===== src/rtl/pipeline_hazard_ctrl_pkg.sv =====
// Shared opcode encodings, FSM state type and opcode-class helpers for the
// pipeline hazard controller and its load-use comparator.
package hazard_pkg;

  localparam logic [4:0] OPC_LOAD_R = 5'b01010;
  localparam logic [4:0] OPC_LOAD_I = 5'b01011;
  localparam logic [4:0] OPC_JMP    = 5'b10011;
  localparam logic [4:0] OPC_BNE    = 5'b10100;
  localparam logic [4:0] OPC_BEQ    = 5'b10101;
  localparam logic [4:0] OPC_MULT   = 5'b10110;
  localparam logic [4:0] OPC_NOP    = 5'b10111;

  // Multiplier wait counter; wide enough for MULT_LAT up to 15.
  localparam int MCNT_W = 4;

  typedef enum logic [1:0] {
    ST_RUN       = 2'd0,
    ST_LD_STALL  = 2'd1,
    ST_BR_WAIT   = 2'd2,
    ST_MULT_WAIT = 2'd3
  } state_e;

  function automatic logic uses_rb(input logic [4:0] opc);
    case (opc)
      5'b00000, 5'b00010, 5'b00100, 5'b00110, 5'b00111,
      5'b01001, 5'b10110, 5'b10000, 5'b10100, 5'b10101: uses_rb = 1'b1;
      default:                                         uses_rb = 1'b0;
    endcase
  endfunction

  function automatic logic is_load(input logic [4:0] opc);
    is_load = (opc == OPC_LOAD_R) || (opc == OPC_LOAD_I);
  endfunction

  function automatic logic is_cbr(input logic [4:0] opc);
    is_cbr = (opc == OPC_BNE) || (opc == OPC_BEQ);
  endfunction

endpackage


===== src/rtl/pipeline_hazard_ctrl_if.sv =====
// Pipeline-side bundle of the hazard controller: stage opcodes/addresses in,
// stage enables/flush/bubble controls out. master = controller, slave = pipeline.
interface pipeline_hazard_ctrl_if #(
  parameter int OPC_W  = 5,
  parameter int REG_AW = 5,
  parameter int CNT_W  = 16
);
  logic [OPC_W-1:0]  opc_ifid;
  logic [REG_AW-1:0] ra_ifid;
  logic [REG_AW-1:0] rb_ifid;
  logic [OPC_W-1:0]  opc_idex;
  logic [REG_AW-1:0] rd_idex;
  logic              wreg_idex;
  logic              branch_taken;
  logic              pc_we;
  logic              ifid_we;
  logic              ifid_flush;
  logic              idex_we;
  logic              idex_bubble;
  logic              pc_sel_branch;
  logic              mult_start;
  logic [CNT_W-1:0]  stall_cnt;

  modport master (
    input  opc_ifid, ra_ifid, rb_ifid, opc_idex, rd_idex, wreg_idex, branch_taken,
    output pc_we, ifid_we, ifid_flush, idex_we, idex_bubble, pc_sel_branch,
           mult_start, stall_cnt
  );

  modport slave (
    output opc_ifid, ra_ifid, rb_ifid, opc_idex, rd_idex, wreg_idex, branch_taken,
    input  pc_we, ifid_we, ifid_flush, idex_we, idex_bubble, pc_sel_branch,
           mult_start, stall_cnt
  );
endinterface


===== src/rtl/pipeline_hazard_ctrl_ld_detect.sv =====
// Combinational load-use comparator: flags an ID-stage read of the register a
// load in EX is about to write. Kept standalone so forwarding logic can reuse it.
module hazard_ld_detect
  import hazard_pkg::*;
#(
  parameter int OPC_W  = 5,
  parameter int REG_AW = 5
) (
  input  logic [OPC_W-1:0]  opc_idex_i,
  input  logic              wreg_idex_i,
  input  logic [REG_AW-1:0] rd_idex_i,
  input  logic [OPC_W-1:0]  opc_ifid_i,
  input  logic [REG_AW-1:0] ra_ifid_i,
  input  logic [REG_AW-1:0] rb_ifid_i,
  output logic              hazard_o
);
  logic ra_hit_s;
  logic rb_hit_s;

  // r0 is an ordinary register here, so no zero-address exclusion.
  assign ra_hit_s = (rd_idex_i == ra_ifid_i);
  assign rb_hit_s = (rd_idex_i == rb_ifid_i) && uses_rb(opc_ifid_i);
  assign hazard_o = is_load(opc_idex_i) && wreg_idex_i && (ra_hit_s || rb_hit_s);
endmodule


===== src/rtl/pipeline_hazard_ctrl.sv =====
// Pipeline sequencing controller: load-use stalls, branch resolution and
// multiplier waits. Optional stall counter enabled by HAZARD_PERF_CNT_EN.
module pipeline_hazard_ctrl
  import hazard_pkg::*;
#(
  parameter int OPC_W    = 5,
  parameter int REG_AW   = 5,
  parameter int MULT_LAT = 4,
  parameter int CNT_W    = 16
) (
  input  logic                  clk,
  input  logic                  rst_n,
  pipeline_hazard_ctrl_if.master hz
);
  localparam logic [MCNT_W-1:0] MCNT_INIT = MCNT_W'(MULT_LAT - 2);

  state_e              state_q, state_d;
  logic [MCNT_W-1:0]   mcnt_q, mcnt_d;
  logic                ld_haz_s;
  logic                pc_we_s, ifid_we_s, idex_we_s;
  logic                ifid_flush_s, idex_bubble_s, pc_sel_s, mult_start_s;

  hazard_ld_detect #(.OPC_W(OPC_W), .REG_AW(REG_AW)) u_ld_detect (
    .opc_idex_i  (hz.opc_idex),
    .wreg_idex_i (hz.wreg_idex),
    .rd_idex_i   (hz.rd_idex),
    .opc_ifid_i  (hz.opc_ifid),
    .ra_ifid_i   (hz.ra_ifid),
    .rb_ifid_i   (hz.rb_ifid),
    .hazard_o    (ld_haz_s)
  );

  // State and multiplier-wait counter registers.
  always_ff @(posedge clk or negedge rst_n) begin
    if (!rst_n) begin
      state_q <= ST_RUN;
      mcnt_q  <= '0;
    end else begin
      state_q <= state_d;
      mcnt_q  <= mcnt_d;
    end
  end

  // Next-state selection; RUN checks are in strict priority order.
  always_comb begin
    state_d = state_q;
    mcnt_d  = mcnt_q;
    case (state_q)
      ST_RUN: begin
        if (hz.opc_idex == OPC_MULT) begin
          state_d = ST_MULT_WAIT;
          mcnt_d  = MCNT_INIT;
        end else if (is_cbr(hz.opc_idex)) begin
          state_d = ST_RUN;
        end else if (is_cbr(hz.opc_ifid)) begin
          state_d = ST_BR_WAIT;
        end else if (hz.opc_ifid == OPC_JMP) begin
          state_d = ST_RUN;
        end else if (ld_haz_s) begin
          state_d = ST_LD_STALL;
        end else begin
          state_d = ST_RUN;
        end
      end
      ST_LD_STALL: state_d = ST_RUN;
      ST_BR_WAIT:  state_d = ST_RUN;
      ST_MULT_WAIT: begin
        if (mcnt_q == '0) begin
          state_d = ST_RUN;
        end else begin
          mcnt_d = mcnt_q - MCNT_W'(1);
        end
      end
      default: state_d = ST_RUN;
    endcase
  end

  // Stage controls; held at their reset values while rst_n is low so a mult
  // sitting in ID/EX cannot raise mult_start during reset.
  always_comb begin
    pc_we_s       = 1'b1;
    ifid_we_s     = 1'b1;
    idex_we_s     = 1'b1;
    ifid_flush_s  = 1'b0;
    idex_bubble_s = 1'b0;
    pc_sel_s      = 1'b0;
    mult_start_s  = 1'b0;
    if (!rst_n) begin
      pc_we_s = 1'b1;
    end else begin
      case (state_q)
        ST_RUN: begin
          if (hz.opc_idex == OPC_MULT) begin
            mult_start_s = 1'b1;
            pc_we_s      = 1'b0;
            ifid_we_s    = 1'b0;
            idex_we_s    = 1'b0;
          end else if (is_cbr(hz.opc_idex)) begin
            if (hz.branch_taken) begin
              pc_sel_s      = 1'b1;
              ifid_flush_s  = 1'b1;
              idex_bubble_s = 1'b1;
            end else begin
              pc_sel_s = 1'b0;
            end
          end else if (is_cbr(hz.opc_ifid)) begin
            pc_we_s   = 1'b0;
            ifid_we_s = 1'b0;
          end else if (hz.opc_ifid == OPC_JMP) begin
            pc_sel_s     = 1'b1;
            ifid_flush_s = 1'b1;
          end else if (ld_haz_s) begin
            pc_we_s       = 1'b0;
            ifid_we_s     = 1'b0;
            idex_bubble_s = 1'b1;
          end else begin
            pc_we_s = 1'b1;
          end
        end
        ST_LD_STALL: pc_we_s = 1'b1;
        ST_BR_WAIT: begin
          pc_we_s   = 1'b0;
          ifid_we_s = 1'b0;
        end
        ST_MULT_WAIT: begin
          pc_we_s   = (mcnt_q == '0);
          ifid_we_s = pc_we_s;
          idex_we_s = pc_we_s;
        end
        default: pc_we_s = 1'b1;
      endcase
    end
  end

  assign hz.pc_we         = pc_we_s;
  assign hz.ifid_we       = ifid_we_s;
  assign hz.idex_we       = idex_we_s;
  assign hz.ifid_flush    = ifid_flush_s;
  assign hz.idex_bubble   = idex_bubble_s;
  assign hz.pc_sel_branch = pc_sel_s;
  assign hz.mult_start    = mult_start_s;

`ifdef HAZARD_PERF_CNT_EN
  logic [CNT_W-1:0] stall_cnt_q;

  // Saturating count of cycles in which the PC is held.
  always_ff @(posedge clk or negedge rst_n) begin
    if (!rst_n) begin
      stall_cnt_q <= '0;
    end else if (!pc_we_s && (stall_cnt_q != '1)) begin
      stall_cnt_q <= stall_cnt_q + CNT_W'(1);
    end
  end

  assign hz.stall_cnt = stall_cnt_q;
`else
  assign hz.stall_cnt = '0;
`endif
endmodule


===== src/flat_wrapper.sv =====
// flat-port wrapper written by rule: the top's interface ports become plain ports
module pipeline_hazard_ctrl_flat import hazard_pkg::*;
#(
  parameter int OPC_W    = 5,
  parameter int REG_AW   = 5,
  parameter int MULT_LAT = 4,
  parameter int CNT_W    = 16
)
  (clk, rst_n, hz_opc_ifid, hz_ra_ifid, hz_rb_ifid, hz_opc_idex, hz_rd_idex, hz_wreg_idex, hz_branch_taken, hz_pc_we, hz_ifid_we, hz_ifid_flush, hz_idex_we, hz_idex_bubble, hz_pc_sel_branch, hz_mult_start, hz_stall_cnt);
  pipeline_hazard_ctrl_if #(.OPC_W(OPC_W), .REG_AW(REG_AW), .CNT_W(CNT_W)) hz_i ();
  input  logic clk;
  input  logic rst_n;
  input wire logic [$bits(hz_i.opc_ifid)-1:0] hz_opc_ifid;
  input wire logic [$bits(hz_i.ra_ifid)-1:0] hz_ra_ifid;
  input wire logic [$bits(hz_i.rb_ifid)-1:0] hz_rb_ifid;
  input wire logic [$bits(hz_i.opc_idex)-1:0] hz_opc_idex;
  input wire logic [$bits(hz_i.rd_idex)-1:0] hz_rd_idex;
  input wire logic [$bits(hz_i.wreg_idex)-1:0] hz_wreg_idex;
  input wire logic [$bits(hz_i.branch_taken)-1:0] hz_branch_taken;
  output wire logic [$bits(hz_i.pc_we)-1:0] hz_pc_we;
  output wire logic [$bits(hz_i.ifid_we)-1:0] hz_ifid_we;
  output wire logic [$bits(hz_i.ifid_flush)-1:0] hz_ifid_flush;
  output wire logic [$bits(hz_i.idex_we)-1:0] hz_idex_we;
  output wire logic [$bits(hz_i.idex_bubble)-1:0] hz_idex_bubble;
  output wire logic [$bits(hz_i.pc_sel_branch)-1:0] hz_pc_sel_branch;
  output wire logic [$bits(hz_i.mult_start)-1:0] hz_mult_start;
  output wire logic [$bits(hz_i.stall_cnt)-1:0] hz_stall_cnt;
  assign hz_i.opc_ifid = hz_opc_ifid;
  assign hz_i.ra_ifid = hz_ra_ifid;
  assign hz_i.rb_ifid = hz_rb_ifid;
  assign hz_i.opc_idex = hz_opc_idex;
  assign hz_i.rd_idex = hz_rd_idex;
  assign hz_i.wreg_idex = hz_wreg_idex;
  assign hz_i.branch_taken = hz_branch_taken;
  assign hz_pc_we = hz_i.pc_we;
  assign hz_ifid_we = hz_i.ifid_we;
  assign hz_ifid_flush = hz_i.ifid_flush;
  assign hz_idex_we = hz_i.idex_we;
  assign hz_idex_bubble = hz_i.idex_bubble;
  assign hz_pc_sel_branch = hz_i.pc_sel_branch;
  assign hz_mult_start = hz_i.mult_start;
  assign hz_stall_cnt = hz_i.stall_cnt;
  pipeline_hazard_ctrl #(.OPC_W(OPC_W), .REG_AW(REG_AW), .MULT_LAT(MULT_LAT), .CNT_W(CNT_W)) u_core (.clk(clk), .rst_n(rst_n), .hz(hz_i));
endmodule

===== config.mk =====
export PLATFORM = sky130hd
export DESIGN_NAME = pipeline_hazard_ctrl_flat
export DESIGN_NICKNAME = d
export VERILOG_FILES = /design/src/rtl/pipeline_hazard_ctrl_pkg.sv /design/src/rtl/pipeline_hazard_ctrl_if.sv /design/src/rtl/pipeline_hazard_ctrl_ld_detect.sv /design/src/rtl/pipeline_hazard_ctrl.sv /design/src/flat_wrapper.sv
export SDC_FILE = /design/constraint.sdc
export NUM_CORES = 1
export LEC_CHECK = 0
export ABC_CLOCK_PERIOD_IN_PS = 2700
export BUFFER_PORTS_ARGS = -buffer_cell sky130_fd_sc_hd__buf_4
export CAP_MARGIN = 20
export CORE_MARGIN = 4
export CORE_UTILIZATION = 33
export DETAILED_ROUTE_END_ITERATION = 12
export PLACE_DENSITY_LB_ADDON = 0.25
export SETUP_SLACK_MARGIN = 0.4
export SYNTH_ARGS = -nofsm -noshare
export SYNTH_HDL_FRONTEND = slang
export SYNTH_HIERARCHICAL = 1
export SYNTH_SLANG_ARGS = --single-unit

===== constraint.sdc =====
create_clock -name clk -period 2.7 [get_ports clk]
set_input_delay 0.135 -clock clk [delete_from_list [all_inputs] [get_ports clk]]
set_output_delay 0.135 -clock clk [all_outputs]
set_load 0.005 [all_outputs]

### Word-level counts from Yosys, hierarchy flattened

Memories as Yosys holds them, arrays and structs flattened.
Cells that the tools add are included.

* register bits after elaboration: 6
* memories kept: 1
* input port bits: 29
* memory bits (read-only): 32

Memories
* (no name shown): depth 32, width 1, read ports 1, clocked after Yosys merged registers in 0, wr ports 0, RTL line pipeline_hazard_ctrl_pkg.sv:24 `case (opc)`

* reductions and logical operators: 12
* add/subtract/negate cells: 1
* muxes and demuxes: 39
* equality and inequality tests: 16

Operator list (count)
* 5-bit equality test (second input constant): 6
* 1-bit two-way mux: 27
* 5-bit by 4-bit equality test with 1-bit output (second input constant): 2
* 5-bit equality test: 2
* 2-bit two-way mux: 5
* 4-bit two-way mux: 2
* 4-bit one-hot mux with 2 select lines: 1
* 2-bit one-hot mux with 3 select lines: 1
* 2-bit equality test (second input constant): 2
* 4-bit logical NOT: 1
* 1-bit logical OR: 4
* 2-bit by 1-bit inequality test with 1-bit output (second input constant): 2
* 1-bit one-hot mux with 4 select lines: 1
* 4-bit by 1-bit subtractor with 4-bit output (second input constant): 1
* 1-bit logical AND: 3
* 1-bit one-hot mux with 3 select lines: 1
* 3-bit AND reduction: 1
* 2-bit by 1-bit equality test with 1-bit output (second input constant): 1
* 2-bit logical NOT: 1
* 2-bit inequality test (second input constant): 1
* 1-bit one-hot mux with 2 select lines: 1
* 2-bit nonzero test: 1
* 2-bit OR reduction: 1

### Logic depth before layout (Yosys ltp)

Gate-level depths: netlist (run 1).

* depth in word-level cells: 11
* gate-level depth with buffers: 7
* gate-level depth less buffers: 7

### Hierarchy

Netlist (run 1), hierarchy kept.

Modules (own cells, without submodules)
* pipeline_hazard_ctrl: times used 1, area each 787.0 sq um, seq. area each 150.1 sq um, cells an instance 97
* hazard_ld_detect: times used 1, area each 167.7 sq um, seq. area each 0.0 sq um, cells an instance 21

### Worst setup path before layout (run 1)

Ideal clock, no wire load.

* path type: input -> output
* from: input port hz_opc_ifid[2]
* to: output port hz_ifid_we
* setup slack: 746 ps
* required time: 2565 ps
* arrival: 1819 ps
* stages: 7
* cell sequence: or4b_1 > a211o_1 > a211oi_1 > o2111a_1 > nand2_1 > a211oi_1 > o2111ai_1

* cells in the longest elaborated chain, start to end: 11
* elaborated cells on any way between the ends: 15
* classes of those cells: 3 x eq/ne; 7 x mux; 4 x reduce/logical; 1 x memory

RTL lines
* from (decl): RTL line flat_wrapper.sv:13 `input wire logic [$bits(hz_i.opc_ifid)-1:0] hz_opc_ifid;`
* memory read 32 x 1 bit
* 1-bit logical AND: RTL line pipeline_hazard_ctrl_ld_detect.sv:22 `assign rb_hit_s = (rd_idex_i == rb_ifid_i) && uses_rb(opc_ifid_i);`
* 1-bit logical OR: RTL line pipeline_hazard_ctrl_ld_detect.sv:23 `assign hazard_o = is_load(opc_idex_i) && wreg_idex_i && (ra_hit_s || rb_hit_s);`
* 1-bit logical AND: RTL line pipeline_hazard_ctrl_ld_detect.sv:23
* net u_core.ld_haz_s: RTL line pipeline_hazard_ctrl.sv:19 `logic ld_haz_s;`
* 1-bit two-way mux: RTL line pipeline_hazard_ctrl.sv:112 `end else if (ld_haz_s) begin`
* 1-bit two-way mux: RTL line pipeline_hazard_ctrl.sv:109 `end else if (hz.opc_ifid == OPC_JMP) begin`
* 1-bit two-way mux: RTL line pipeline_hazard_ctrl.sv:106 `end else if (is_cbr(hz.opc_ifid)) begin`
* 1-bit two-way mux: RTL line pipeline_hazard_ctrl.sv:98 `end else if (is_cbr(hz.opc_idex)) begin`
* 1-bit two-way mux: RTL line pipeline_hazard_ctrl.sv:93 `if (hz.opc_idex == OPC_MULT) begin`
* 1-bit one-hot mux with 3 select lines: RTL line pipeline_hazard_ctrl.sv:91 `case (state_q)`
* 1-bit two-way mux: RTL line pipeline_hazard_ctrl.sv:88 `if (!rst_n) begin`
* to (decl): RTL line flat_wrapper.sv:21 `output wire logic [$bits(hz_i.ifid_we)-1:0] hz_ifid_we;`

The timed path passes the listed nets, and every way through them passes these cells.

### Final worst setup path (run 1)

* from: input port hz_opc_ifid[4]
* to: output port hz_pc_we

* cells in the longest elaborated chain, start to end: 11
* elaborated cells on any way between the ends: 15
* classes of those cells: 3 x eq/ne; 7 x mux; 4 x reduce/logical; 1 x memory

RTL lines
* memory read 32 x 1 bit
* 1-bit logical AND: RTL line pipeline_hazard_ctrl_ld_detect.sv:22
* 1-bit logical OR: RTL line pipeline_hazard_ctrl_ld_detect.sv:23
* 1-bit logical AND: RTL line pipeline_hazard_ctrl_ld_detect.sv:23
* net u_core.ld_haz_s: RTL line pipeline_hazard_ctrl.sv:19
* 1-bit two-way mux: RTL line pipeline_hazard_ctrl.sv:112
* 1-bit two-way mux: RTL line pipeline_hazard_ctrl.sv:109
* 1-bit two-way mux: RTL line pipeline_hazard_ctrl.sv:106
* 1-bit two-way mux: RTL line pipeline_hazard_ctrl.sv:98
* 1-bit two-way mux: RTL line pipeline_hazard_ctrl.sv:93
* 1-bit one-hot mux with 4 select lines: RTL line pipeline_hazard_ctrl.sv:91
* 1-bit two-way mux: RTL line pipeline_hazard_ctrl.sv:88
* to (decl): RTL line flat_wrapper.sv:20 `output wire logic [$bits(hz_i.pc_we)-1:0] hz_pc_we;`

The timed path passes the listed nets, and every way through them passes these cells.

==> reports/metrics.csv, run 1 <==
stage,metric,value,unit
outcome,status,completed,
timing,Fmax,0.445,GHz
yosys,synthesized area per cell,8.09,um2
cells_and_area,Layout area overhead,28.7,%
timing,Max Slew Vio Count,0,
floorplanning,Die X-Extent,61.8,um
yosys,number of synthesized register bits,6,
floorplanning,DIE HEIGHT,61.8,um
floorplanning,die area,0.00382,mm2
yosys,post-synthesis cell area,955,um2
floorplanning,core area,0.00276,mm2
worst_hold_path,Hold Path Class,input pin to async pin,
cells_and_area,share of layout cells above drive strength 1,30.7,%
cells_and_area,fin area,0.00123,mm2
critical_path,startpoint class of the critical path,input pin,
pwr,Logic pwr share,42.1,%
placement,gpl congestion,0.844,
routing,via count,931,
routing,post-DR vias/cell,5.06,
floorplanning,row cnt,19,
cells_and_area,Fill cells,290,
critical_path,WP data arrival,2.11,ns
yosys,Post-synth EDFFs,0,
cells_and_area,fin nets,189,
cells_and_area,diode count,0,
yosys,commonest cells in the netlist,"buf_4, nand2_1",
pwr,switching part of the total,33.5,%
routing,post-DR wirelength/cell,13.0,um
yosys,post-synth top area cell,dfrtp_1,
pwr,sw power,0.112,mW
run,# Max-Cap Violations,0,
placement,Buffers on Ports,35,
clock_tree,Clock Latency Late Sink,0.25,ns
routing,Routed Antenna Nets,0,
cells_and_area,Multi-input gate area,696,um2
pwr,clock share of power,26.7,%
yosys,Main synth FF type,dfrtp_1,
routing,first-iteration detailed-routing DRC count,53,
yosys,most common cell in the netlist,buf_4,
yosys,top post-synthesis cells by area,"dfrtp_1, buf_4, ha_1, xnor2_1, nand4b_1",
timing,Fin. Hold Viols,0,
clock_tree,clock slew at reported path FFs,0.05,ns
timing,Final period util,83.2,%
global_routing,largest net degree at the start of global routing,15,
timing,Fin Setup TNS,0,ns
yosys,sequential area share after synthesis,15.7,%
placement,post-placement cell area,0.00116,mm2
pwr,internal power,0.222,mW
yosys,Synth async-reset ratio,100,%
yosys,Mapped Cells,118,
placement,placed wire-length estimate,1.91,mm
floorplanning,Initial Utilization,34.6,%
pwr,Worst IR Drop VDD,0.193,mV
cells_and_area,sequential cell area,150,um2
global_routing,first-pass GRT wire length,3.69,mm
pwr,Pwr Total,0.335,mW
clock_tree,CTS buffer count,3,
global_routing,GRT Overall Usage,13.2,%
global_routing,initial antenna violation count,0,
routing,Total Wirelength,2.39,mm
pwr,Pwr per Cell Area,272,mW/mm2
routing,TritonRoute pass-1 iters,4,
critical_path,required time worst endpoint,2.57,ns
timing,clock skew,0.000259,ns
clock_tree,Root Driver,clkbuf_4,
global_routing,remaining global-route overflow,0,
clock_tree,H-tree depth,1,
pwr,static leakage power,0.577,nW
global_routing,vias in the first global route,877,
clock_tree,CTS max path bufs,2,
timing,hold_ws,0.259,ns
timing,RSZ-0062 raised after global routing,true,
routing,DRC Markers,0,
yosys,top-area cell type share of the netlist area,15.7,%
yosys,Ys Warns,6,
clock_tree,CTS tree,done,
clock_tree,# clock sinks,6,
floorplanning,total I/O pin count,52,
timing,setup violators final,0,
timing,crit path time final,2.25,ns
critical_path,critical path peak fanout,4,
yosys,Yosys cell types,42,
critical_path,type of the worst setup path,input pin to output port,
pwr,sequential power share,31.3,%
cells_and_area,Final Util,44.6,%
critical_path,Worst setup EP type,output port,
==> power by group through the flow <==
stage               Sequential (mW)  Clock [mW]  Combinational, mW
finish                        0.105      0.0892              0.141
global route                  0.105      0.0991              0.158
CTS                           0.104      0.0920              0.138
detailed placement            0.106           0              0.136
global placement              0.106           0              0.133
floorplan                     0.104           0             0.0929
==> worst paths after layout <==
path | depth (start not counted) | slack [ns] | from | endpoint
min in group clk | 5 | 0.32 | hz_opc_idex[0] | u_core/mcnt_q[0]$_DFFE_PN0P_
min reg2reg | 2 | 0.61 | u_core/state_q[1]$_DFFE_PN0P_ | u_core/state_q[1]$_DFFE_PN0P_
max in group asynchronous | 2 | 2.30 | rst_n | u_core/mcnt_q[3]$_DFFE_PN0P_
max reg2reg | 5 | 0.91 | u_core/state_q[0]$_DFFE_PN0P_ | u_core/mcnt_q[3]$_DFFE_PN0P_
min | 2 | 0.26 | rst_n | u_core/mcnt_q[2]$_DFFE_PN0P_
max | 9 | 0.45 | hz_opc_ifid[4] | hz_pc_we
==> per-layer routing <==
metal / track usage [%] / share of wire (%)
met3: 3.31 / 7.0
met5: 0 / 0
met2: 21.8 / 49
met4: 7.27 / 0.79
met1: 15.4 / 43
==> layout by cell type (no fill, tap or decap), types with 5 or more instances in the layout <==
cell | netlist | layout
ha_1 | 5 | 5
nand2_1 | 8 | 8
inv_1 | 6 | 6
buf_4 | 17 | 35
dfrtp_1 | 6 | 6
a21oi_1 | 6 | 6
xnor2_1 | 6 | 6
conb_1 | 1 | 16
==> worst max-delay path, stage by stage <==
cell,delay [ns]
buf_8,0.10
or4b_1,0.52
a211o_1,0.28
a211oi_2,0.17
o2111a_1,0.24
nand2_1,0.08
a211oi_2,0.27
o211ai_1,0.15
buf_4,0.16
==> repair_timing <==
action	4_1_cts	5_1_grt
setup buffers	1	1
setup endpoints to repair	2	3
pin swaps	1	7
gates resized for setup	1	4
endpoints found under the hold margin	6	0
hold buffers	1	0
==> state kept, by name, summed over array words and instances (netlist names) <==
signal / cells
u_core/mcnt_q: 4
u_core/state_q: 2
==> kinds of logic after synthesis <==
group,count (synthesis),synth area share (%)
AND/OR/NAND/NOR,37,26.7
AO/OA/AOI/OAI,30,21.0
buffers and inverters,27,18.3
XOR/XNOR,10,9.17
flip-flops,6,15.7
adder cells (fa/ha/maj),5,6.55
multiplexers,2,2.10
other,1,0.393
==> layout make-up <==
type                    instances  area share, %
clock buffers                   3           1.83
repair buffers                 38           24.3
multi-input cells             100           56.6
well taps                      31           3.16
inverters                       6           1.83
flip-flops and latches          6           12.2
==> per-stage QoR <==
stage          cells  setup slack [ns]
4_1_cts          183             0.414
6_report         184             0.452
3_3_place_gp     178             0.336
5_1_grt          184             0.366
2_1_floorplan    133             0.746
3_5_place_dp     178             0.322
No activity file was read; power rests on OpenSTA's default activity.
==> run 2: changes to the inputs <==
--- a/config.mk
+++ b/config.mk
@@ -5,7 +5,7 @@
 export SDC_FILE = /design/constraint.sdc
 export NUM_CORES = 1
 export LEC_CHECK = 0
-export ABC_CLOCK_PERIOD_IN_PS = 2700
+export ABC_CLOCK_PERIOD_IN_PS = 1900
 export BUFFER_PORTS_ARGS = -buffer_cell sky130_fd_sc_hd__buf_4
 export CAP_MARGIN = 20
 export CORE_MARGIN = 4
==> constraint.sdc (replaced) <==
create_clock -name clk -period 1.9 [get_ports clk]
set_input_delay 0.095 -clock clk [delete_from_list [all_inputs] [get_ports clk]]
set_output_delay 0.095 -clock clk [all_outputs]
set_load 0.005 [all_outputs]
==> reports/metrics.csv, run 2 (synthesis results as in run 1) <==
stage,metric,value,unit,change
global_routing,largest net degree at the start of global routing,12,,-3
timing,Final period util,112,%,
routing,DRC Markers,0,,unchanged
global_routing,vias in the first global route,902,,+2.9%
cells_and_area,"commonest non-fill, non-tap cell in the layout",buf_4,,
clock_tree,CTS tree,done,,
global_routing,remaining global-route overflow,0,,unchanged
critical_path,type of the worst setup path,input pin to output port,,
critical_path,"slowest stage cell, crit path",or4b_4,,
floorplanning,Die X-Extent,61.8,um,unchanged
clock_tree,Clock Latency Late Sink,0.24,ns,about the same
timing,RSZ-0062 raised after global routing,true,,
pwr,Pwr Total,0.522,mW,+56%
cells_and_area,fin nets,205,,+8.5%
outcome,failing checks,setup timing,,
critical_path,startpoint class of the critical path,input pin,,
critical_path,delay of the slowest cell on the worst path,0.51,ns,about the same
cells_and_area,diode count,0,,unchanged
cells_and_area,Final Util,52.2,%,+7.7 points
routing,Routed Antenna Nets,0,,unchanged
clock_tree,clock slew at reported path FFs,0.05,ns,about the same
critical_path,CP cell instances,"buf_6, or4b_4, a211o_1, a211oi_2, o2111a_1, nand2_1, a211oi_2, o2111ai_1, buf_4",,
clock_tree,H-tree depth,1,,unchanged
run,# Max-Cap Violations,0,,unchanged
global_routing,GRT Overall Usage,13.0,%,-0.21 points
floorplanning,DIE HEIGHT,61.8,um,unchanged
clock_tree,# clock sinks,6,,unchanged
timing,Fin. Hold Viols,0,,unchanged
critical_path,Most common cell on crit path,a211oi_2,,
routing,first-iteration detailed-routing DRC count,20,,-62%
placement,placed wire-length estimate,1.89,mm,-1.0%
placement,gpl congestion,0.850,,+0.73%
pwr,Worst IR Drop VDD,0.279,mV,+45%
floorplanning,total I/O pin count,52,,unchanged
worst_hold_path,Hold Path Class,input pin to async pin,,
timing,PnR worst setup slack,-0.232,ns,-0.684 ns
routing,via count,968,,+4.0%
timing,Max Slew Vio Count,0,,unchanged
timing,Fin Setup TNS,-0.586,ns,-0.586 ns
routing,post-DR vias/cell,4.84,,-4.3%
outcome,status,finished with violations,,
critical_path,WP data arrival,2.04,ns,-0.07 ns
timing,setup violators final,3,,+3
critical_path,critical path peak fanout,3,,-1
routing,Total Wirelength,2.42,mm,+0.92%
floorplanning,Initial Utilization,34.6,%,unchanged
clock_tree,CTS max path bufs,2,,unchanged
global_routing,initial antenna violation count,0,,unchanged
cells_and_area,Layout area overhead,50.9,%,
routing,TritonRoute pass-1 iters,4,,unchanged
floorplanning,row cnt,19,,unchanged
timing,clock skew,0.00306,ns,+0.00280 ns
placement,Buffers on Ports,35,,unchanged
global_routing,first-pass GRT wire length,3.70,mm,+0.19%
cells_and_area,most flop-heavy register,u_core/mcnt_q,,
cells_and_area,most frequent cells in the layout,"buf_4, conb_1, nand2_1, dfrtp_1, xnor2_1",,
floorplanning,core area,0.00276,mm2,unchanged
cells_and_area,max FFs per register,4,,unchanged
routing,post-DR wirelength/cell,12.1,um,-7.2%
timing,Fmax,0.469,GHz,
pwr,static leakage power,0.660,nW,+14%
clock_tree,Root Driver,clkbuf_4,,
cells_and_area,Largest regs,"u_core/mcnt_q (4), u_core/state_q (2)",,
pwr,Pwr per Cell Area,362,mW/mm2,+33%
clock_tree,CTS buffer count,3,,unchanged
critical_path,required time worst endpoint,1.80,ns,-0.77 ns
floorplanning,die area,0.00382,mm2,unchanged
critical_path,Worst setup EP type,output port,,
cells_and_area,share of layout cells above drive strength 1,47.3,%,+17 points
timing,crit path time final,2.13,ns,
[run 2: layout make-up]
| type | count | area (um2) |
|---|---|---|
| Fill cell | 273 | 1320 |
| Multi-Input combinational cell | 100 | 779 |
| Timing Repair Buffer | 54 | 427 |
| Sequential cell | 6 | 150 |
| Tap cell | 31 | 38.8 |
| Clock buffer | 3 | 22.5 |
| Inverter | 6 | 22.5 |
[run 2: worst max-delay path: cells and delay by family]
kind,cells,cell delay [ns]
AO/OA/AOI/OAI,5,1.10
buffers and inverters,2,0.24
AND/OR/NAND/NOR,2,0.59
[run 2: final timing paths]
kind,from,to,slack (ns),depth (start not counted)
setup / recovery,hz_opc_ifid[2],hz_ifid_we,-0.23,9
hold / removal,rst_n,u_core/mcnt_q[3]$_DFFE_PN0P_,0.22,2
setup reg to reg,u_core/mcnt_q[0]$_DFFE_PN0P_,u_core/mcnt_q[1]$_DFFE_PN0P_,0.45,8
hold reg to reg,u_core/mcnt_q[1]$_DFFE_PN0P_,u_core/mcnt_q[1]$_DFFE_PN0P_,0.62,2
max in group asynchronous,rst_n,u_core/state_q[1]$_DFFE_PN0P_,1.53,2
min in group clk,hz_opc_idex[2],u_core/mcnt_q[0]$_DFFE_PN0P_,0.30,5
[run 2: per-stage QoR]
step                cell area (um2)  cells  worst slack [ns]  hold WS, ns
detailed placement             1230    185            -0.265      -0.0708
global placement               1230    185            -0.219      -0.0711
global route                   1440    200            -0.370        0.229
floorplan                      1020    133             0.146       -0.201
finish                         1440    200            -0.232        0.220
CTS                            1350    194            -0.228        0.213
[run 2: what timing repair did]
| action | in CTS | in global routing |
|---|---|---|
| hold buffers | 1 | 0 |
| hold endpoints to repair | 6 | 0 |
| pin swaps | 2 | 6 |
| endpoints found under the setup margin | 12 | 12 |
| buffers inserted | 5 | 6 |
| resized for setup | 10 | 15 |
[run 2: power breakdown]
| group | internal, mW | switching [mW] | total [mW] |
|---|---|---|---|
| sequential | 0.138 | 0.0110 | 0.149 |
| combinational | 0.141 | 0.116 | 0.257 |
| clock | 0.0714 | 0.0452 | 0.117 |
| total | 0.350 | 0.172 | 0.522 |
[run 2: layer usage]
| metal | share of wire, % | vias to the layer above | GRT usage, % |
|---|---|---|---|
| met4 | 1.8 | 0 | 7.27 |
| met3 | 8.8 | 6 | 3.10 |
| met1 | 41 | 424 | 15.7 |
| met2 | 48 | 42 | 20.9 |
| met5 | 0 | - | 0 |
| li1 | - | 496 | - |
==> run 3: changes to the inputs <==
--- a/config.mk
+++ b/config.mk
@@ -15,5 +15,5 @@
 export SETUP_SLACK_MARGIN = 0.4
 export SYNTH_ARGS = -nofsm -noshare
 export SYNTH_HDL_FRONTEND = slang
-export SYNTH_HIERARCHICAL = 1
 export SYNTH_SLANG_ARGS = --single-unit
+export TNS_END_PERCENT = 5
==> reports/metrics.csv, run 3 <==
stage,metric,value,unit,change
cells_and_area,Fill cells,245,,-10%
timing,Fmax,0.580,GHz,+24%
floorplanning,die area,0.00355,mm2,-7.1%
floorplanning,Die X-Extent,59.6,um,-3.6%
routing,post-DR wirelength/cell,11.3,um,-6.6%
yosys,Yosys cell types,37,,-12%
timing,RSZ-0062 raised after global routing,true,,
yosys,Main synth FF type,dfrtp_1,,
global_routing,largest net degree at the start of global routing,9,,-3
critical_path,worst reg2reg setup slack,0.47,ns,+0.02 ns
clock_tree,H-tree depth,1,,unchanged
critical_path,type of the worst setup path,flip-flop to output port,,
cells_and_area,fin nets,188,,-8.3%
yosys,top post-synthesis cells by area,"dfrtp_1, buf_4, ha_1, xor2_1, nand3_1",,
cells_and_area,most frequent cells in the layout,"buf_4, conb_1, nand3_1, nand2_1",,
global_routing,initial antenna violation count,0,,unchanged
clock_tree,# clock sinks,6,,unchanged
critical_path,r2r endpoint,u_core.state_q[0]$_DFFE_PN0P_,,
yosys,sequential area share after synthesis,17.1,%,+1.4 points
routing,post-DR vias/cell,4.71,,-2.6%
placement,dpl cells,173,,-6.5%
yosys,post-synthesis cell area,877,um2,-8.1%
worst_hold_path,hold path depth,4,,
cells_and_area,"commonest non-fill, non-tap cell in the layout",buf_4,,
routing,Total Wirelength,2.05,mm,-15%
timing,Fin. Hold Viols,0,,unchanged
floorplanning,Initial Utilization,35.1,%,+0.47 points
pwr,Pwr per Cell Area,334,mW/mm2,-7.8%
routing,first-iteration detailed-routing DRC count,41,,+110%
clock_tree,Root Driver,clkbuf_4,,
routing,Routed Antenna Nets,0,,unchanged
critical_path,Worst Setup SP,u_core.state_q[0]$_DFFE_PN0P_,,
worst_hold_path,min-delay src,hz_opc_ifid[2],,
critical_path,delay of the slowest cell on the worst path,0.42,ns,-0.09 ns
worst_hold_path,hold path endpoint,u_core.state_q[0]$_DFFE_PN0P_,,
yosys,Synth async-reset ratio,100,%,unchanged
cells_and_area,Multi-input gate area,659,um2,-15%
floorplanning,DIE HEIGHT,59.6,um,-3.6%
clock_tree,CTS max path bufs,2,,unchanged
cells_and_area,diode count,0,,unchanged
critical_path,Worst setup EP type,output port,,
critical_path,cell family with most CP delay,flip-flops,,
critical_path,"slowest stage cell, crit path",dfrtp_1,,
global_routing,GRT Overall Usage,12.0,%,-0.94 points
routing,TritonRoute pass-1 iters,4,,unchanged
run,# Max-Cap Violations,0,,unchanged
cells_and_area,max FFs per register,4,,unchanged
yosys,Post-synth EDFFs,0,,unchanged
yosys,commonest cells in the netlist,"buf_4, nand2_1, nand3_1",,
routing,via count,858,,-11%
critical_path,R2R depth,7,,-1
critical_path,CP bufs+invs,1,,-1
routing,DRC Markers,0,,unchanged
placement,placed wire-length estimate,1.67,mm,-12%
pwr,static leakage power,0.573,nW,-13%
critical_path,critical path peak fanout,3,,unchanged
cells_and_area,Layout area overhead,37.9,%,
outcome,status,completed,,
floorplanning,total I/O pin count,52,,unchanged
timing,Fin Setup TNS,0,ns,+0.586 ns
global_routing,first-pass GRT wire length,3.31,mm,-11%
timing,setup violators final,0,,-3
global_routing,vias in the first global route,823,,-8.8%
cells_and_area,sequential cell area,150,um2,unchanged
timing,hold_ws,0.266,ns,+0.0451 ns
clock_tree,clock slew at reported path FFs,0.04,ns,about the same
cells_and_area,most flop-heavy register,u_core.mcnt_q,,
cells_and_area,Non-Filler Instances,182,,-9.0%
placement,Buffers on Ports,35,,unchanged
yosys,Ys Warns,0,,-6
clock_tree,CTS buffer count,3,,unchanged
yosys,top-area cell type share of the netlist area,17.1,%,+1.4 points
worst_hold_path,Hold Path Class,input pin to flip-flop,,
cells_and_area,share of layout cells above drive strength 1,38.2,%,-9.2 points
timing,Final period util,90.8,%,-21 points
clock_tree,Clock Latency Late Sink,0.25,ns,about the same
critical_path,CP cell instances,"ha_4, and4bb_2, nor2_2, nand2_1, a21o_1, o31a_1, buf_4",,
pwr,Worst IR Drop VDD,0.353,mV,+26%
yosys,synthesized area per cell,8.05,um2,-0.54%
clock_tree,CTS tree,done,,
timing,crit path time final,1.72,ns,-0.407 ns
yosys,number of synthesized register bits,6,,unchanged
yosys,most common cell in the netlist,buf_4,,
critical_path,WP data arrival,1.63,ns,-0.41 ns
global_routing,remaining global-route overflow,0,,unchanged
timing,clock skew,0.00706,ns,+0.00400 ns
floorplanning,row cnt,18,,-1
yosys,post-synth top area cell,dfrtp_1,,
yosys,Mapped Cells,109,,-7.6%
placement,gpl congestion,0.792,,-6.8%
critical_path,required time worst endpoint,1.80,ns,about the same
critical_path,startpoint class of the critical path,flip-flop,,
floorplanning,core area,0.00250,mm2,-9.3%
critical_path,RR Startpoint,u_core.mcnt_q[0]$_DFFE_PN0P_,,
timing,Max Slew Vio Count,0,,unchanged
cells_and_area,Largest regs,"u_core.mcnt_q (4), u_core.state_q (2)",,
## run 3: report_power, final
part           leakage, nW  internal (mW)  switching [mW]  total [mW]
registers           0.0782          0.130         0.00191       0.132
clock network       0.0138         0.0718          0.0506       0.122
logic                0.481         0.0822          0.0680       0.150
## run 3: final cells by class
cell class / count / share of cell area, %
multi-input cells: 95 / 54.5
flip-flops and latches: 6 / 12.4
well taps: 30 / 3.10
inverters: 6 / 1.86
repair buffers: 42 / 26.3
clock buffers: 3 / 1.86
## run 3: through the flow
stage	power (mW)	util, %	area [um2]	setup slack, ns
after floorplan	0.229	-	937	0.475
after global placement	0.275	44.7	1120	0.297
after detailed placement	0.279	44.7	1120	0.267
after CTS	0.408	48.3	1210	0.143
after global routing	0.438	48.4	1210	0.0869
final	0.404	48.4	1210	0.175
## run 3: how the worst max path moves through the flow
stage / depth (start not counted) / slack, ns / to
finish: 7 / 0.18 / hz_ifid_we
global route: 7 / 0.09 / hz_ifid_we
CTS: 7 / 0.14 / hz_ifid_we
floorplan: 7 / 0.47 / u_core.state_q[0]$_DFFE_PN0P_
global placement: 7 / 0.30 / hz_ifid_we
detailed placement: 7 / 0.27 / hz_ifid_we
## run 3: what timing repair did
item,CTS,global route
hold buffers,1,0
endpoints found under the hold margin,6,0
buffers inserted,5,0
gates resized for setup,5,2
endpoints found under the setup margin,6,9
pin swaps,3,3
## run 3: kinds of logic after synthesis
logic type / count (synthesis) / share of synthesized area, %
AOI/OAI and AO/OA: 23 / 20.5
buffers and inverters: 23 / 17.1
adders and majority gates: 5 / 7.13
xor gates and xnor gates: 10 / 9.99
DFF: 6 / 17.1
and+or+nand+nor: 40 / 26.5
other: 1 / 0.428
muxes: 1 / 1.14
## run 3: worst reg2reg max path, stage by stage, from the launching register on
cell and delay, ns:
dfrtp_1 0.38, inv_1 0.07, ha_2 0.18, nand2b_1 0.10, o21ai_2 0.16, mux2i_1 0.26
a21o_1 0.11, o31ai_1 0.05
## run 3: per-layer routing
metal | global-route usage (%) | share of wire, % | up-vias
met5 | 0 | 0 | -
met4 | 1.90 | 0.58 | 0
met3 | 5.23 | 12 | 4
met2 | 21.2 | 50 | 44
met1 | 13.5 | 37 | 376
li1 | - | - | 434
